`src/rtl/prt_dp_pm_pkg.sv`:
```
// Shared policy-maker definitions: HPD register map, HPD FSM states and the local-bus request struct.
// Also used by the PM timer.
package prt_dp_pm_pkg;

    localparam logic [2:0]  HPD_ADR_CTL   = 3'd0;
    localparam logic [2:0]  HPD_ADR_STA   = 3'd1;
    localparam logic [2:0]  HPD_ADR_WIDTH = 3'd2;
    localparam logic [31:0] LB_UNMAPPED   = 32'hdeadcafe;

    localparam int CTL_RUN     = 0;
    localparam int CTL_IE      = 1;
    localparam int STA_IRQ     = 0;
    localparam int STA_HPD     = 1;
    localparam int STA_PLUG    = 2;
    localparam int STA_UNPLUG  = 3;
    localparam int STA_IRQ_HPD = 4;

    typedef enum logic [1:0] {
        UNPLUGGED = 2'd0,
        CONNECTED = 2'd1,
        LOW_MEAS  = 2'd2
    } hpd_state_t;

    typedef struct packed {
        logic [2:0]  adr;
        logic        wr;
        logic        rd;
        logic [31:0] din;
    } lb_struct;

    // Simulation builds shorten every threshold tenfold.
    function automatic logic [11:0] hpd_thr(input int us, input bit sim);
        int v;
        v = sim ? us / 10 : us;
        return v[11:0];
    endfunction

endpackage

```
`src/rtl/prt_dp_lb_if.sv`:
```
// Local register bus: one request per cycle, read data returned with vld the cycle after rd.
// No backpressure: the slave accepts every request.
interface prt_dp_lb_if;
    logic [2:0]  adr;
    logic        wr;
    logic        rd;
    logic [31:0] din;
    logic [31:0] dout;
    logic        vld;

    modport lb_in  (input adr, wr, rd, din, output dout, vld);
    modport lb_out (output adr, wr, rd, din, input dout, vld);
endinterface

```
`src/rtl/prt_dp_lib_edge.sv`:
```
// Rising-edge detector for a core-clock-synchronous level; pulse is combinational, one cycle wide.
// No backpressure.
module prt_dp_lib_edge (
    input  logic CLK_IN,
    input  logic RST_IN,
    input  logic dat_i,
    output logic re_o
);
    logic dat_q;

    always_ff @(posedge CLK_IN or posedge RST_IN) begin
        if (RST_IN) dat_q <= 1'b0;
        else        dat_q <= dat_i;
    end

    assign re_o = dat_i & ~dat_q;
endmodule

```
`src/rtl/prt_dp_lib_sync.sv`:
```
// Two-flop synchroniser for asynchronous level inputs; 2 cycles latency.
// No backpressure.
module prt_dp_lib_sync #(
    parameter int P_WIDTH = 1
) (
    input  logic               CLK_IN,
    input  logic               RST_IN,
    input  logic [P_WIDTH-1:0] dat_i,
    output logic [P_WIDTH-1:0] dat_o
);
    logic [P_WIDTH-1:0] meta_q;
    logic [P_WIDTH-1:0] sync_q;

    always_ff @(posedge CLK_IN or posedge RST_IN) begin
        if (RST_IN) begin
            meta_q <= '0;
            sync_q <= '0;
        end else begin
            meta_q <= dat_i;
            sync_q <= meta_q;
        end
    end

    assign dat_o = sync_q;
endmodule

```
`src/rtl/prt_dp_pm_hpd.sv`:
```
// HPD monitor: classifies plug/unplug/IRQ_HPD from a us-timed HPD line; event one cycle after threshold, IRQ one more.
// No backpressure: register writes always accepted, reads return one cycle after rd.
module prt_dp_pm_hpd
    import prt_dp_pm_pkg::*;
#(
    parameter int P_SIM       = 0,
    parameter int P_PLUG_US   = 100,
    parameter int P_GLITCH_US = 250,
    parameter int P_UNPLUG_US = 2000
) (
    input  logic            RST_IN,
    input  logic            CLK_IN,
    prt_dp_lb_if.lb_in      LB_IF,
    input  logic            BEAT_IN,
    input  logic            HPD_IN,
    output logic            HPD_OUT,
    output logic            IRQ_OUT
);
    localparam logic [11:0] PLUG_TH   = hpd_thr(P_PLUG_US,   P_SIM != 0);
    localparam logic [11:0] GLITCH_TH = hpd_thr(P_GLITCH_US, P_SIM != 0);
    localparam logic [11:0] UNPLUG_TH = hpd_thr(P_UNPLUG_US, P_SIM != 0);

    lb_struct                      lb_q;
    hpd_state_t                    state_q, state_d;
    logic [11:0]                   cnt_q, cnt_d;
    logic [11:0]                   width_q, width_d;
    logic [1:0]                    ctl_q, ctl_d;
    logic [STA_IRQ_HPD:STA_PLUG]   sticky_q, sticky_d, sticky_set, sticky_clr;
    logic                          irq_q;
    logic                          hpd_s;
    logic                          tick;
    logic                          run;
    logic                          lb_unused;

    prt_dp_lib_sync #(.P_WIDTH(1)) u_hpd_sync (
        .CLK_IN (CLK_IN),
        .RST_IN (RST_IN),
        .dat_i  (HPD_IN),
        .dat_o  (hpd_s)
    );

    prt_dp_lib_edge u_beat_edge (
        .CLK_IN (CLK_IN),
        .RST_IN (RST_IN),
        .dat_i  (BEAT_IN),
        .re_o   (tick)
    );

    assign run       = ctl_q[CTL_RUN];
    assign lb_unused = ^lb_q.din[31:5];

    // Thresholds compare the registered count, i.e. the value after the tick that reached it.
    always_comb begin
        state_d    = state_q;
        cnt_d      = cnt_q;
        width_d    = width_q;
        sticky_set = '0;
        if (tick && cnt_q != 12'hfff) cnt_d = cnt_q + 12'd1;
        case (state_q)
            UNPLUGGED: begin
                if (!hpd_s) begin
                    cnt_d = '0;
                end else if (cnt_q >= PLUG_TH) begin
                    state_d              = CONNECTED;
                    sticky_set[STA_PLUG] = 1'b1;
                end
            end
            CONNECTED: begin
                if (!hpd_s) state_d = LOW_MEAS;
            end
            LOW_MEAS: begin
                if (!hpd_s) begin
                    if (cnt_q >= UNPLUG_TH) begin
                        state_d                = UNPLUGGED;
                        width_d                = cnt_q;
                        sticky_set[STA_UNPLUG] = 1'b1;
                    end
                end else begin
                    state_d = CONNECTED;
                    if (cnt_q >= GLITCH_TH) begin
                        width_d                 = cnt_q;
                        sticky_set[STA_IRQ_HPD] = 1'b1;
                    end
                end
            end
            default: state_d = UNPLUGGED;
        endcase
        if (state_d != state_q) cnt_d = '0;
        // Dropping RUN abandons any measurement silently; WIDTH keeps the last result.
        if (!run) begin
            state_d    = UNPLUGGED;
            cnt_d      = '0;
            width_d    = width_q;
            sticky_set = '0;
        end
    end

    always_comb begin
        ctl_d      = ctl_q;
        sticky_clr = '0;
        if (lb_q.wr && lb_q.adr == HPD_ADR_CTL) ctl_d = lb_q.din[1:0];
        if (lb_q.wr && lb_q.adr == HPD_ADR_STA) sticky_clr = lb_q.din[STA_IRQ_HPD:STA_PLUG];
        // A new event beats a simultaneous clear so nothing is lost.
        sticky_d = run ? ((sticky_q & ~sticky_clr) | sticky_set) : '0;
    end

    always_ff @(posedge CLK_IN or posedge RST_IN) begin
        if (RST_IN) begin
            lb_q     <= '0;
            state_q  <= UNPLUGGED;
            cnt_q    <= '0;
            width_q  <= '0;
            ctl_q    <= '0;
            sticky_q <= '0;
            irq_q    <= 1'b0;
        end else begin
            lb_q     <= '{adr: LB_IF.adr, wr: LB_IF.wr, rd: LB_IF.rd, din: LB_IF.din};
            state_q  <= state_d;
            cnt_q    <= cnt_d;
            width_q  <= width_d;
            ctl_q    <= ctl_d;
            sticky_q <= sticky_d;
            irq_q    <= ctl_q[CTL_IE] & (|sticky_q);
        end
    end

    assign HPD_OUT = (state_q != UNPLUGGED);
    assign IRQ_OUT = irq_q;

    always_comb begin
        LB_IF.dout = LB_UNMAPPED;
        case (lb_q.adr)
            HPD_ADR_CTL:   LB_IF.dout = {30'd0, ctl_q};
            HPD_ADR_STA:   LB_IF.dout = {27'd0, sticky_q, HPD_OUT, irq_q};
            HPD_ADR_WIDTH: LB_IF.dout = {20'd0, width_q};
            default:       ;
        endcase
    end

    assign LB_IF.vld = lb_q.rd;
endmodule

```
`src/flat_wrapper.sv`:
```
// flat-port wrapper written by rule: the top's interface ports become plain ports
module prt_dp_pm_hpd_flat import prt_dp_pm_pkg::*;
#(
    parameter int P_SIM       = 0,
    parameter int P_PLUG_US   = 100,
    parameter int P_GLITCH_US = 250,
    parameter int P_UNPLUG_US = 2000
)
  (RST_IN, CLK_IN, BEAT_IN, HPD_IN, HPD_OUT, IRQ_OUT, LB_IF_adr, LB_IF_wr, LB_IF_rd, LB_IF_din, LB_IF_dout, LB_IF_vld);
  prt_dp_lb_if LB_IF_i ();
  input  logic RST_IN;
  input  logic CLK_IN;
  input  logic BEAT_IN;
  input  logic HPD_IN;
  output logic HPD_OUT;
  output logic IRQ_OUT;
  input wire logic [$bits(LB_IF_i.adr)-1:0] LB_IF_adr;
  input wire logic [$bits(LB_IF_i.wr)-1:0] LB_IF_wr;
  input wire logic [$bits(LB_IF_i.rd)-1:0] LB_IF_rd;
  input wire logic [$bits(LB_IF_i.din)-1:0] LB_IF_din;
  output wire logic [$bits(LB_IF_i.dout)-1:0] LB_IF_dout;
  output wire logic [$bits(LB_IF_i.vld)-1:0] LB_IF_vld;
  assign LB_IF_i.adr = LB_IF_adr;
  assign LB_IF_i.wr = LB_IF_wr;
  assign LB_IF_i.rd = LB_IF_rd;
  assign LB_IF_i.din = LB_IF_din;
  assign LB_IF_dout = LB_IF_i.dout;
  assign LB_IF_vld = LB_IF_i.vld;
  prt_dp_pm_hpd #(.P_SIM(P_SIM), .P_PLUG_US(P_PLUG_US), .P_GLITCH_US(P_GLITCH_US), .P_UNPLUG_US(P_UNPLUG_US)) u_core (.RST_IN(RST_IN), .CLK_IN(CLK_IN), .LB_IF(LB_IF_i), .BEAT_IN(BEAT_IN), .HPD_IN(HPD_IN), .HPD_OUT(HPD_OUT), .IRQ_OUT(IRQ_OUT));
endmodule
```
`config.mk`:
```
export PLATFORM = sky130hd
export DESIGN_NAME = prt_dp_pm_hpd_flat
export DESIGN_NICKNAME = d
export VERILOG_FILES = /design/src/rtl/prt_dp_pm_pkg.sv /design/src/rtl/prt_dp_lb_if.sv /design/src/rtl/prt_dp_lib_edge.sv /design/src/rtl/prt_dp_lib_sync.sv /design/src/rtl/prt_dp_pm_hpd.sv /design/src/flat_wrapper.sv
export SDC_FILE = /design/constraint.sdc
export NUM_CORES = 1
export LEC_CHECK = 0
export ABC_AREA = 0
export CORE_UTILIZATION = 25
export DETAILED_ROUTE_END_ITERATION = 8
export PLACE_DENSITY_LB_ADDON = 0.08
export SLEW_MARGIN = 20
export SYNTH_ARGS = -nofsm -noshare
export SYNTH_HDL_FRONTEND = slang
export SYNTH_SLANG_ARGS = --single-unit
```
`constraint.sdc`:
```
create_clock -name CLK_IN -period 6 [get_ports CLK_IN]
set_input_delay 0.6 -clock CLK_IN [delete_from_list [all_inputs] [get_ports CLK_IN]]
set_output_delay 0.6 -clock CLK_IN [all_outputs]
set_load 0.02 [all_outputs]
```
Word-level counts from Yosys, hierarchy flattened
Cells that the tools add are included.
Widths: inputs -> output; s select.
{ "word_totals": {"regBits": 45, "inputBits": 41, "output_inout_bits": 35, "wordCells": 66} }
{ "classes": {"n_addsub": 1, "order_cmp": 3, "eq_ne": 7, "mux": 27, "bitwise_logic": 6, "reduce_logical": 9} }
{ "op_table": {"columns": ["cell", "n"], "rows": [
  ["$mux 12", 8],
  ["$pmux 32 s3", 1],
  ["$mux 2", 7],
  ["$add 12x1->12 const B", 1],
  ["$ge 12x11->1 const B", 1],
  ["$ge 12x7->1 const B", 1],
  ["$ge 12x8->1 const B", 1],
  ["$ne 12x12->1 const B", 1],
  ["$mux 3", 3],
  ["$mux 1", 7],
  ["$pmux 2 s3", 1],
  ["$reduce_and 4->1", 1],
  ["$reduce_bool 2->1", 2],
  ["$and 3x3->3", 1],
  ["$eq 3x1->1 const B", 1],
  ["$eq 3x2->1 const B", 1],
  ["$logic_and 1x1->1", 3],
  ["$logic_not 3->1", 1],
  ["$not 3->3", 1],
  ["$or 3x3->3", 1],
  ["$reduce_or 3->1", 1],
  ["$and 1x1->1", 2],
  ["$eq 2x1->1 const B", 1],
  ["$eq 2x2->1 const B", 1],
  ["other kinds (4)", 4]
]} }

Longest topological paths before layout
Gate-level depths: netlist of the first run.
{ "depth": {"word_depth": 8, "mapped_depth": 7, "mapped_depth_nobuf": 6} }

Modules after synthesis
From an unflattened synthesis of the first run, not the netlist that was laid out.
{ "hier_totals": {"cells_unflattened": 216, "hier_area_um2": 2290.9} }
{ "by_module_without_submodules": {"columns": ["mod", "n_inst", "cells_per_inst", "area_each_um2", "seq_area_each_um2"], "rows": [
  ["prt_dp_pm_hpd", 1, 210, 2194.6, 1051.0],
  ["prt_dp_lib_sync", 1, 3, 53.8, 50.0],
  ["prt_dp_lib_edge", 1, 3, 42.5, 25.0]
]} }

Worst setup path after synthesis of the first run
Ideal clock, no wire load.
{ "synth_timing": {"kind": "flip-flop to output port", "from": "register u_core.lb_q[34] (netlist name)", "to": "output LB_IF_dout[15]", "arrival_time_ps": 1458, "t_required_ps": 5400, "path_slack_ps": 3942, "stages_incl_launch_ff": 5, "path_cell_list": "dfrtp_1 clkbuf_1 clkbuf_1 a21o_1 buf_4"} }
{ "synth_via": {"elab_chain_len": 2} }
{ "synth_rtl": {"columns": ["element", "line", "text"], "rows": [
  ["from (decl)", "prt_dp_pm_hpd.sv:23", "lb_struct lb_q;"],
  ["from (signal assigned)", "prt_dp_pm_hpd.sv:117", "lb_q <= '{adr: LB_IF.adr, wr: LB_IF.wr, rd: LB_IF.rd, din: LB_IF.din};"],
  ["$eq 3x2->1, or another cell as far along", "prt_dp_pm_hpd.sv:132", "case (lb_q.adr)"],
  ["$pmux 32 s3 *", "prt_dp_pm_hpd.sv:132", null],
  ["to (decl)", "flat_wrapper.sv:21", "output wire logic [$bits(LB_IF_i.dout)-1:0] LB_IF_dout;"]
]} }
Mark *: on every way between the ends. The rest lies on a longest branch, timed or not.

Final worst setup path of the first run
{ "layout_timing": {"from": "register u_core.lb_q[34] (netlist name)", "to": "output LB_IF_dout[0]"} }
Same word-level chain as after synthesis.

==> results of run 1 <==
-- stage by stage --
| step | instance area, µm² | utilization (%) | hold slack, ns | cells |
|---|---|---|---|---|
| 3_5_place_dp | 2800 | 30.2 | 0.341 | 368 |
| 3_3_place_gp | 2800 | 30.2 | 0.332 | 368 |
| 4_1_cts | 2920 | 31.4 | 0.366 | 376 |
| 2_1_floorplan | 2420 | - | 0.331 | 225 |
| 6_report | 2920 | 31.4 | 0.367 | 376 |
| 5_1_grt | 2920 | 31.4 | 0.370 | 376 |
-- cell families (layout without fill, tap and decap cells) --
| kind of cell | after synthesis | after routing | share of synthesized area, % |
|---|---|---|---|
| simple gates | 65 | 65 | 16.2 |
| compound gates | 47 | 47 | 15.0 |
| flops | 45 | 45 | 46.9 |
| buf+inv | 38 | 60 | 9.86 |
| mux | 17 | 17 | 9.18 |
| fa+ha+maj | 3 | 3 | 1.57 |
| xor+xnor | 3 | 3 | 1.10 |
| other cells | 1 | 7 | 0.156 |
-- cells in the final DEF, fill, tap and decap left out, types with 3 or more instances in the layout --
cell,instances
nor3_1,3
nand3_1,3
o21ai_0,9
clkdlybuf4s50_1,41
dfrtp_1,45
mux2_2,4
o21bai_1,3
nand2b_1,11
nor2_1,17
clkbuf_8,5
conb_1,7
nor2b_1,3
mux2i_1,4
mux2_4,9
ha_1,3
a21oi_1,10
xnor2_1,3
inv_1,9
nand2_1,8
-- area by class of cell --
type                       instances  area (µm²)
inverter                          10        38.8
sequential                        45        1130
clock buffer                       5        68.8
timing repair buffer              42         418
clock inverter                     3        47.5
multi-input combinational        142        1060
tap                              129         161
fill                             977        6360
-- critical path, cell delays in order, from the launching register on --
cell and delay (ns):
dfrtp_1 0.58, nand2b_1 0.32, o22a_1 0.26, nor2_1 0.09, clkdlybuf4s50_1 0.61
-- synthesized netlist by cell type, types with 2 or more instances --
library cell | count | area share (%)
nor2b_1 | 3 | 0.78
nor2_1 | 17 | 2.7
nor3b_1 | 2 | 0.63
a21boi_0 | 2 | 0.63
a2111oi_0 | 2 | 0.73
buf_2 | 2 | 0.42
nand3b_1 | 2 | 0.63
dfrtp_1 | 45 | 47
o21bai_1 | 3 | 0.94
a21oi_1 | 10 | 2.1
mux2_4 | 9 | 5.6
a21o_1 | 2 | 0.63
o31ai_1 | 2 | 0.63
nand2_1 | 8 | 1.3
clkbuf_1 | 5 | 0.78
or3_1 | 2 | 0.52
xnor2_1 | 3 | 1.1
mux2_2 | 4 | 1.9
ha_1 | 3 | 1.6
inv_1 | 10 | 1.6
buf_4 | 20 | 6.3
a211oi_2 | 2 | 1.0
and4_1 | 2 | 0.73
nand2b_1 | 11 | 2.9
o21ai_0 | 9 | 1.9
mux2i_1 | 4 | 1.7
nor3_1 | 3 | 0.63
nand3_1 | 3 | 0.63
-- power groups by stage --
| stage | logic, W | clock network [W] | registers (W) |
|---|---|---|---|
| after floorplan | 0.0000564 | 0 | 0.000322 |
| after global placement | 0.0000785 | 0 | 0.000329 |
| after detailed placement | 0.0000788 | 0 | 0.000328 |
| after CTS | 0.0000789 | 0.000256 | 0.000322 |
| after global routing | 0.0000844 | 0.000266 | 0.000324 |
| final | 0.0000770 | 0.000244 | 0.000322 |
-- registers in the layout, indices dropped and copies added (netlist names), 2 cells and up --
register         flops
u_core.sticky_q      3
u_core.cnt_q        12
u_core.ctl_q         2
u_core.lb_q          9
u_core.width_q      12
u_core.state_q       2
-- final timing paths --
kind	cells past startpoint	start	endpoint	slack (ns)
setup / recovery	4	u_core.lb_q[34]$_DFF_PP0_	LB_IF_dout[0]	3.24
hold / removal	0	u_core.u_hpd_sync.meta_q$_DFF_PP0_	u_core.u_hpd_sync.dat_o$_DFF_PP0_	0.37
setup reg to reg	4	u_core.cnt_q[8]$_DFF_PP0_	u_core.width_q[11]$_DFFE_PP0P_	3.71
hold reg to reg	0	u_core.u_hpd_sync.meta_q$_DFF_PP0_	u_core.u_hpd_sync.dat_o$_DFF_PP0_	0.37
max in group asynchronous	2	RST_IN	u_core.cnt_q[11]$_DFF_PP0_	4.77
min in group asynchronous	2	RST_IN	u_core.LB_IF.vld$_DFF_PP0_	0.73
-- layer usage --
metal / global-route usage (%) / vias up
met4: 4.41 / 0
met5: 0 / -
met3: 2.16 / 7
met1: 15.7 / 825
li1: - / 804
met2: 19.8 / 43
==> metrics, run 1 <==
logic gate share of total power 12.0%; IO buf count 41; met3 WL 186 µm; DRT Pass-1 Iters 4; initial antenna violation count 0; Setup TNS 0 ns; Startpoint Class flip-flop; Top Layer Used met4; # setup viols final 0; power per cell area 220 nW/µm²; die area 9990 µm²; row count 35; Synth Area per Inst 11.0 µm²; DRT met1 WL 2630 µm; Area growth, synth to finish 21.7%; clock group share of total power 38.0%; P_int 0.000474 W; Setup WS pre-CTS 3.51 ns; sequential share of the synthesized area 46.9%; Cell Area, Synth 2400 µm²; Routed WL 5560 µm; # clock sinks 45; cts bufs inserted 5; IO Count 76; worst slew pin tran 0.817 ns; CTS tree done; Final period util 46.0%; number of global-route vias before repair 1662; # diodes 0; largest net degree at the start of global routing 46; Final HPWL DP 3900 µm; Yosys cell types 57; Synth warnings 0; postcts setup bufs 0; required time of the critical path 5.40 ns; RSZ-0062 raised after global routing no; CTS resizes 0; grt total ovfl 0; final worst path period need 2.76 ns; Final Max Tran Viols 0; # DRC 0; H-tree depth 2; Power Total 0.000643 W; Routed Antenna Nets 0; Async S/R FF share, synth 100%; chip height 100 µm; highest clock rate 362 MHz; Post-layout nets 290; RD Place Congestion 0.703; switching part of the total power 26.3%; via/cell ratio 4.47; status finished clean; worst vdd ir 0.0883 mV; final hold violation count 0; Die Wd 100 µm; Seq pwr share 50.1%; maximum clock insertion buffer count 2; vias 1679; GRT Total Usage 12.0%; crit end category output pin; final setup margin 3.24 ns; Worst Skew 0.00943 ns; Max-cap violations 0; Primary FF master, synth dfrtp_1; leakage power 1.24 nW; Reg clk slew, reported paths 0.10 ns; critical path class reg -> out; Clock Latency Late Sink 0.31 ns; iteration-0 DRC count of the detailed router 50; sw power 0.000169 W; hold_buf cts 0; flop and latch count out of synthesis 45; Initial Utilization 25.8%; Root Driver clkbuf_8; first-pass GRT wire length 9090 µm; post-DR wirelength/cell 14.8 µm; Critical Path AT 2.16 ns; CORE AREA 9280 µm²; worst hold path type reg -> reg; gate count after technology mapping 219; Met2 Wirelength 2650 µm; share of cells above drive strength 1 13.4%; Max FO, Critical Path 18; number of flops mapped to enable cells by yosys 0; slew margin rel. 45.4%
(Power assumes the default switching activity.)
==> run 2: changes to the inputs <==
Clock period 6 ns to 2.6 ns, I/O delays scaled along.
==> metrics, run 2 (synthesized netlist as in run 1, its figures left out) <==
crit end category output pin (unchanged); IO buf count 41 (unchanged); initial antenna violation count 0 (unchanged); Max FO, Critical Path 10 (was 18); GRT Total Usage 11.8% (was 12.0%); worst slew pin tran 0.723 ns (was 0.817 ns); Top delay family on crit path buffers and inverters (unchanged); Critical Path AT 2.01 ns (was 2.16 ns); share of cells above drive strength 1 16.4% (was 13.4%); Power Total 0.00141 W (was 0.000643 W); CTS resizes 0 (unchanged); P_int 0.00103 W (was 0.000474 W); leakage power 1.28 nW (was 1.24 nW); slowest CP cell clkdlybuf4s50_1 (unchanged); Clock Latency Late Sink 0.30 ns (was 0.31 ns); final hold violation count 0 (unchanged); via/cell ratio 4.41 (was 4.47); area of the multi-input gates 1060 µm² (unchanged); H-tree depth 2 (unchanged); worst-path cell chain buf_4 -> mux2i_1 -> o22a_1 -> nor2_1 -> clkdlybuf4s50_1 (was nand2b_1 -> o22a_1 -> nor2_1 -> clkdlybuf4s50_1); Final period util 87.4%; die area 9990 µm² (unchanged); Regs by FF count u_core.cnt_q x12, u_core.width_q x12, u_core.lb_q x9 (unchanged); post-DR wirelength/cell 14.3 µm (was 14.8 µm); # clock sinks 45 (unchanged); Final Max Tran Viols 0 (unchanged); power per cell area 473 nW/µm² (was 220 nW/µm²); clock group share of total power 34.2% (was 38.0%); Initial Utilization 25.8% (unchanged); row count 35 (unchanged); Max-cap violations 0 (unchanged); cts bufs inserted 5 (unchanged); first-pass GRT wire length 8950 µm (was 9090 µm); # DRC 0 (unchanged); RSZ-0062 raised after global routing no (unchanged); switching part of the total power 27.0% (was 26.3%); Setup TNS 0 ns (unchanged); commonest cells after routing, fill and taps aside dfrtp_1, clkdlybuf4s50_1, nor2_1 (unchanged); status finished clean (unchanged); Seq pwr share 52.5% (was 50.1%); largest net degree at the start of global routing 17 (was 46); CORE AREA 9280 µm² (unchanged); FILL cells 982 (was 977); maximum clock insertion buffer count 2 (unchanged); chip height 100 µm (unchanged); critical path class reg -> out (unchanged); Reg clk slew, reported paths 0.10 ns (about the same); Area growth, synth to finish 23.8% (was 21.7%); Post-layout nets 299 (was 290); Root Driver clkbuf_8 (unchanged); postcts setup bufs 0 (unchanged); IO Count 76 (unchanged); iteration-0 DRC count of the detailed router 69 (was 50); vias 1697 (was 1679); Final HPWL DP 4070 µm (was 3900 µm); CP Buf/Inv Count 2 (was 1); highest clock rate 440 MHz; utilization after layout 32.0% (was 31.4%); worst vdd ir 0.202 mV (was 0.0883 mV); most common cell after layout, fill and taps aside dfrtp_1 (unchanged); Startpoint Class flip-flop (unchanged); CP max stage delay 0.61 ns (about the same); # setup viols final 0 (unchanged); CTS tree done (unchanged); # diodes 0 (unchanged); logic gate share of total power 13.2% (was 12.0%); worst hold path type in -> async (was reg -> reg); grt total ovfl 0 (unchanged); Worst Skew 0.0123 ns (was 0.00943 ns); required time of the critical path 2.34 ns (was 5.40 ns); number of global-route vias before repair 1629 (was 1662); sw power 0.000379 W (was 0.000169 W); RD Place Congestion 0.700 (was 0.703); Die Wd 100 µm (unchanged); Routed WL 5500 µm (was 5560 µm); hold_buf cts 0 (unchanged); slew margin rel. 51.2% (was 45.4%); Routed Antenna Nets 0 (unchanged); DRT Pass-1 Iters 4 (unchanged); flip-flop and latch area 1130 µm² (unchanged); final worst path period need 2.27 ns
## run 2: worst register-to-register path: cells and delay by family, from the launching register on
family,cells,cell delay (ns)
muxes,1,0.36
and+or+nand+nor,1,0.61
AOI/OAI and AO/OA,2,0.33
buffers and inverters,1,0.25
DFF,1,0.48
## run 2: worst paths after layout
check / cells past startpoint / slack (ns) / endpoint / from
setup / recovery: 5 / 0.33 / LB_IF_dout[0] / u_core.lb_q[34]$_DFF_PP0_
max in group asynchronous: 3 / 1.83 / u_core.cnt_q[11]$_DFF_PP0_ / RST_IN
hold reg to reg: 0 / 0.36 / u_core.u_hpd_sync.dat_o$_DFF_PP0_ / u_core.u_hpd_sync.meta_q$_DFF_PP0_
hold / removal: 2 / 0.22 / u_core.lb_q[2]$_DFF_PP0_ / RST_IN
min in group CLK_IN: 0 / 0.36 / u_core.u_hpd_sync.dat_o$_DFF_PP0_ / u_core.u_hpd_sync.meta_q$_DFF_PP0_
setup reg to reg: 5 / 0.47 / u_core.width_q[11]$_DFFE_PP0P_ / u_core.cnt_q[8]$_DFF_PP0_
## run 2: final cells by class
cell class                      count  share of cell area [%]
Clock buffer                        6                    2.78
Clock inverter                      2                   0.590
Sequential cell                    45                    37.9
Tap cell                          129                    5.44
Timing Repair Buffer               51                    16.4
Multi-Input combinational cell    142                    35.7
Inverter                           10                    1.26
## run 2: routing by layer
| metal | track usage (%) | share of wire (%) | vias up |
|---|---|---|---|
| li1 | - | - | 818 |
| met1 | 16.1 | 49 | 836 |
| met2 | 19.0 | 47 | 39 |
| met3 | 2.16 | 2.8 | 4 |
| met4 | 4.07 | 1.1 | 0 |
| met5 | 0 | 0 | - |
## run 2: stage by stage
stage                     std cells  hold slack [ns]  area [µm²]  setup WS [ns]
final                           385            0.220        2970          0.327
after global placement          377            0.334        2870          0.465
after global routing            385            0.256        2970          0.185
after CTS                       385            0.228        2970          0.271
after floorplan                 225            0.291        2420          0.681
after detailed placement        377            0.339        2870          0.460
## run 2: power by group through the flow
stage	Sequential, W	Combinational (W)	Clock, W
after floorplan	0.000744	0.000130	0
after global placement	0.000753	0.000190	0
after detailed placement	0.000752	0.000190	0
after CTS	0.000739	0.000191	0.000507
after global routing	0.000742	0.000204	0.000536
final	0.000738	0.000186	0.000481
==> run 3: changes to the inputs <==
Settings changed: ABC_AREA 0 to unset, CORE_ASPECT_RATIO set to 0.7.
==> metrics, run 3 (synthesized netlist as in run 1, its figures left out) <==
status finished clean (unchanged); Routed Antenna Nets 0 (unchanged); commonest cells after routing, fill and taps aside dfrtp_1, clkdlybuf4s50_1, nor2_1 (unchanged); final std cells w/o fill 376 (was 385); number of global-route vias before repair 1641 (was 1629); cts bufs inserted 5 (unchanged); GRT Total Usage 12.2% (was 11.8%); power per cell area 529 nW/µm² (was 473 nW/µm²); RSZ-0062 raised after global routing no (unchanged); IO buf count 41 (unchanged); worst hold path type in -> async (unchanged); Setup TNS 0 ns (unchanged); postcts setup bufs 0 (unchanged); share of cells above drive strength 1 15.1% (was 16.4%); final hold violation count 0 (unchanged); Final period util 89.7% (was 87.4%); maximum clock insertion buffer count 2 (unchanged); post-route cell area 2980 µm² (was 2970 µm²); slew margin rel. 52.9% (was 51.2%); crit end category output pin (unchanged); required time of the critical path 2.34 ns (about the same); iteration-0 DRC count of the detailed router 80 (was 69); RD Place Congestion 0.745 (was 0.700); initial antenna violation count 0 (unchanged); Worst Skew 0.00920 ns (was 0.0123 ns); # clock sinks 45 (unchanged); hold_buf cts 0 (unchanged); Critical Path AT 2.07 ns (was 2.01 ns); post-DR wirelength/cell 14.5 µm (was 14.3 µm); die area 10000 µm² (was 9990 µm²); r2r startpoint u_core.cnt_q[8]$_DFF_PP0_ (unchanged); DRT Pass-1 Iters 4 (unchanged); Power Total 0.00158 W (was 0.00141 W); R2R Setup Slk 0.48 ns (was 0.47 ns); grt total ovfl 0 (unchanged); dpl cell area 2830 µm² (was 2870 µm²); vias 1637 (was 1697); Worst R2R Path Depth 5 (unchanged); Max-cap violations 0 (unchanged); Routed WL 5460 µm (was 5500 µm); Post-layout nets 295 (was 299); # diodes 0 (unchanged); CTS tree done (unchanged); leakage power 1.28 nW (about the same); Die Wd 119 µm (was 100 µm); row count 29 (was 35); CORE AREA 9180 µm² (was 9280 µm²); Root Driver clkbuf_16 (was clkbuf_8); Setup WS pre-CTS 0.506 ns (was 0.460 ns); Final Max Tran Viols 0 (unchanged); chip height 84.0 µm (was 100 µm); final setup margin 0.267 ns (was 0.327 ns); Max FO, Critical Path 18 (was 10); Regs by FF count u_core.cnt_q x12, u_core.width_q x12, u_core.lb_q x9 (unchanged); H-tree depth 2 (unchanged); critical path class reg -> out (unchanged); largest net degree at the start of global routing 22 (was 17); worst slew pin tran 0.697 ns (was 0.723 ns); highest clock rate 429 MHz (was 440 MHz); Startpoint Class flip-flop (unchanged); via/cell ratio 4.35 (was 4.41); first-pass GRT wire length 9360 µm (was 8950 µm); Area growth, synth to finish 24.4% (was 23.8%); Clock Latency Late Sink 0.29 ns (was 0.30 ns); Post-Place Cells 368 (was 377); worst vdd ir 0.249 mV (was 0.202 mV); # setup viols final 0 (unchanged); Final HPWL DP 4100 µm (was 4070 µm); # DRC 0 (unchanged); CTS resizes 0 (unchanged); Reg clk slew, reported paths 0.07 ns (was 0.10 ns); Initial Utilization 26.1% (was 25.8%); most common cell after layout, fill and taps aside dfrtp_1 (unchanged); IO Count 76 (unchanged); final worst path period need 2.33 ns (was 2.27 ns); Crit Reg-Reg Endpoint u_core.width_q[11]$_DFFE_PP0P_ (unchanged)
run 3: cell types whose count changed in the layout (fill, tap and decap cells not counted), sizes merged:
cell	previous run	this run
buf	10	6
clkinvlp	0	1
clkbuf	6	5
run 3: cell type report:
class                   count  area [µm²]
clock buffers               5         125
multi-input cells         142        1060
flip-flops and latches     45        1130
fillers                   951        6200
inverters                  10        37.5
well taps                 124         155
clock inverters             3        25.0
repair buffers             47         455
run 3: worst max-delay path, stage by stage, from the launching register on:
cell	delay [ns]
dfrtp_1	0.57
nand2b_1	0.29
o22a_1	0.23
nor2_1	0.08
clkdlybuf4s50_1	0.61
run 3: stage by stage:
stage	utilization (%)	hold slack, ns
2_1_floorplan	-	0.291
3_3_place_gp	30.9	0.335
3_5_place_dp	30.9	0.338
4_1_cts	32.5	0.233
5_1_grt	32.5	0.245
6_report	32.5	0.223
run 3: how the worst max path moves through the flow:
stage,slack (ns),from,end,cells after the start
3_3_place_gp,0.50,u_core.cnt_q[8]$_DFF_PP0_,u_core.width_q[11]$_DFFE_PP0P_,5
2_1_floorplan,0.68,u_core.cnt_q[8]$_DFF_PP0_,u_core.width_q[10]$_DFFE_PP0P_,5
6_report,0.27,u_core.lb_q[34]$_DFF_PP0_,LB_IF_dout[0],4
4_1_cts,0.25,u_core.lb_q[34]$_DFF_PP0_,LB_IF_dout[0],4
3_5_place_dp,0.51,u_core.cnt_q[8]$_DFF_PP0_,u_core.width_q[11]$_DFFE_PP0P_,5
5_1_grt,0.14,u_core.lb_q[34]$_DFF_PP0_,LB_IF_dout[0],4
run 3: report_power, final:
| group | internal [W] | total, W | switching [W] |
|---|---|---|---|
| Clock | 0.000362 | 0.000654 | 0.000293 |
| Sequential | 0.000718 | 0.000742 | 0.0000244 |
| Combinational | 0.0000853 | 0.000181 | 0.0000958 |
| Total | 0.00116 | 0.00158 | 0.000413 |
run 3: routing by layer:
metal,up-vias,part of all wire [%],GRT usage [%]
met3,8,5.0,3.42
met4,0,1.0,3.11
met2,40,37,15.3
li1,812,-,-
met1,777,57,19.6
met5,-,0,0
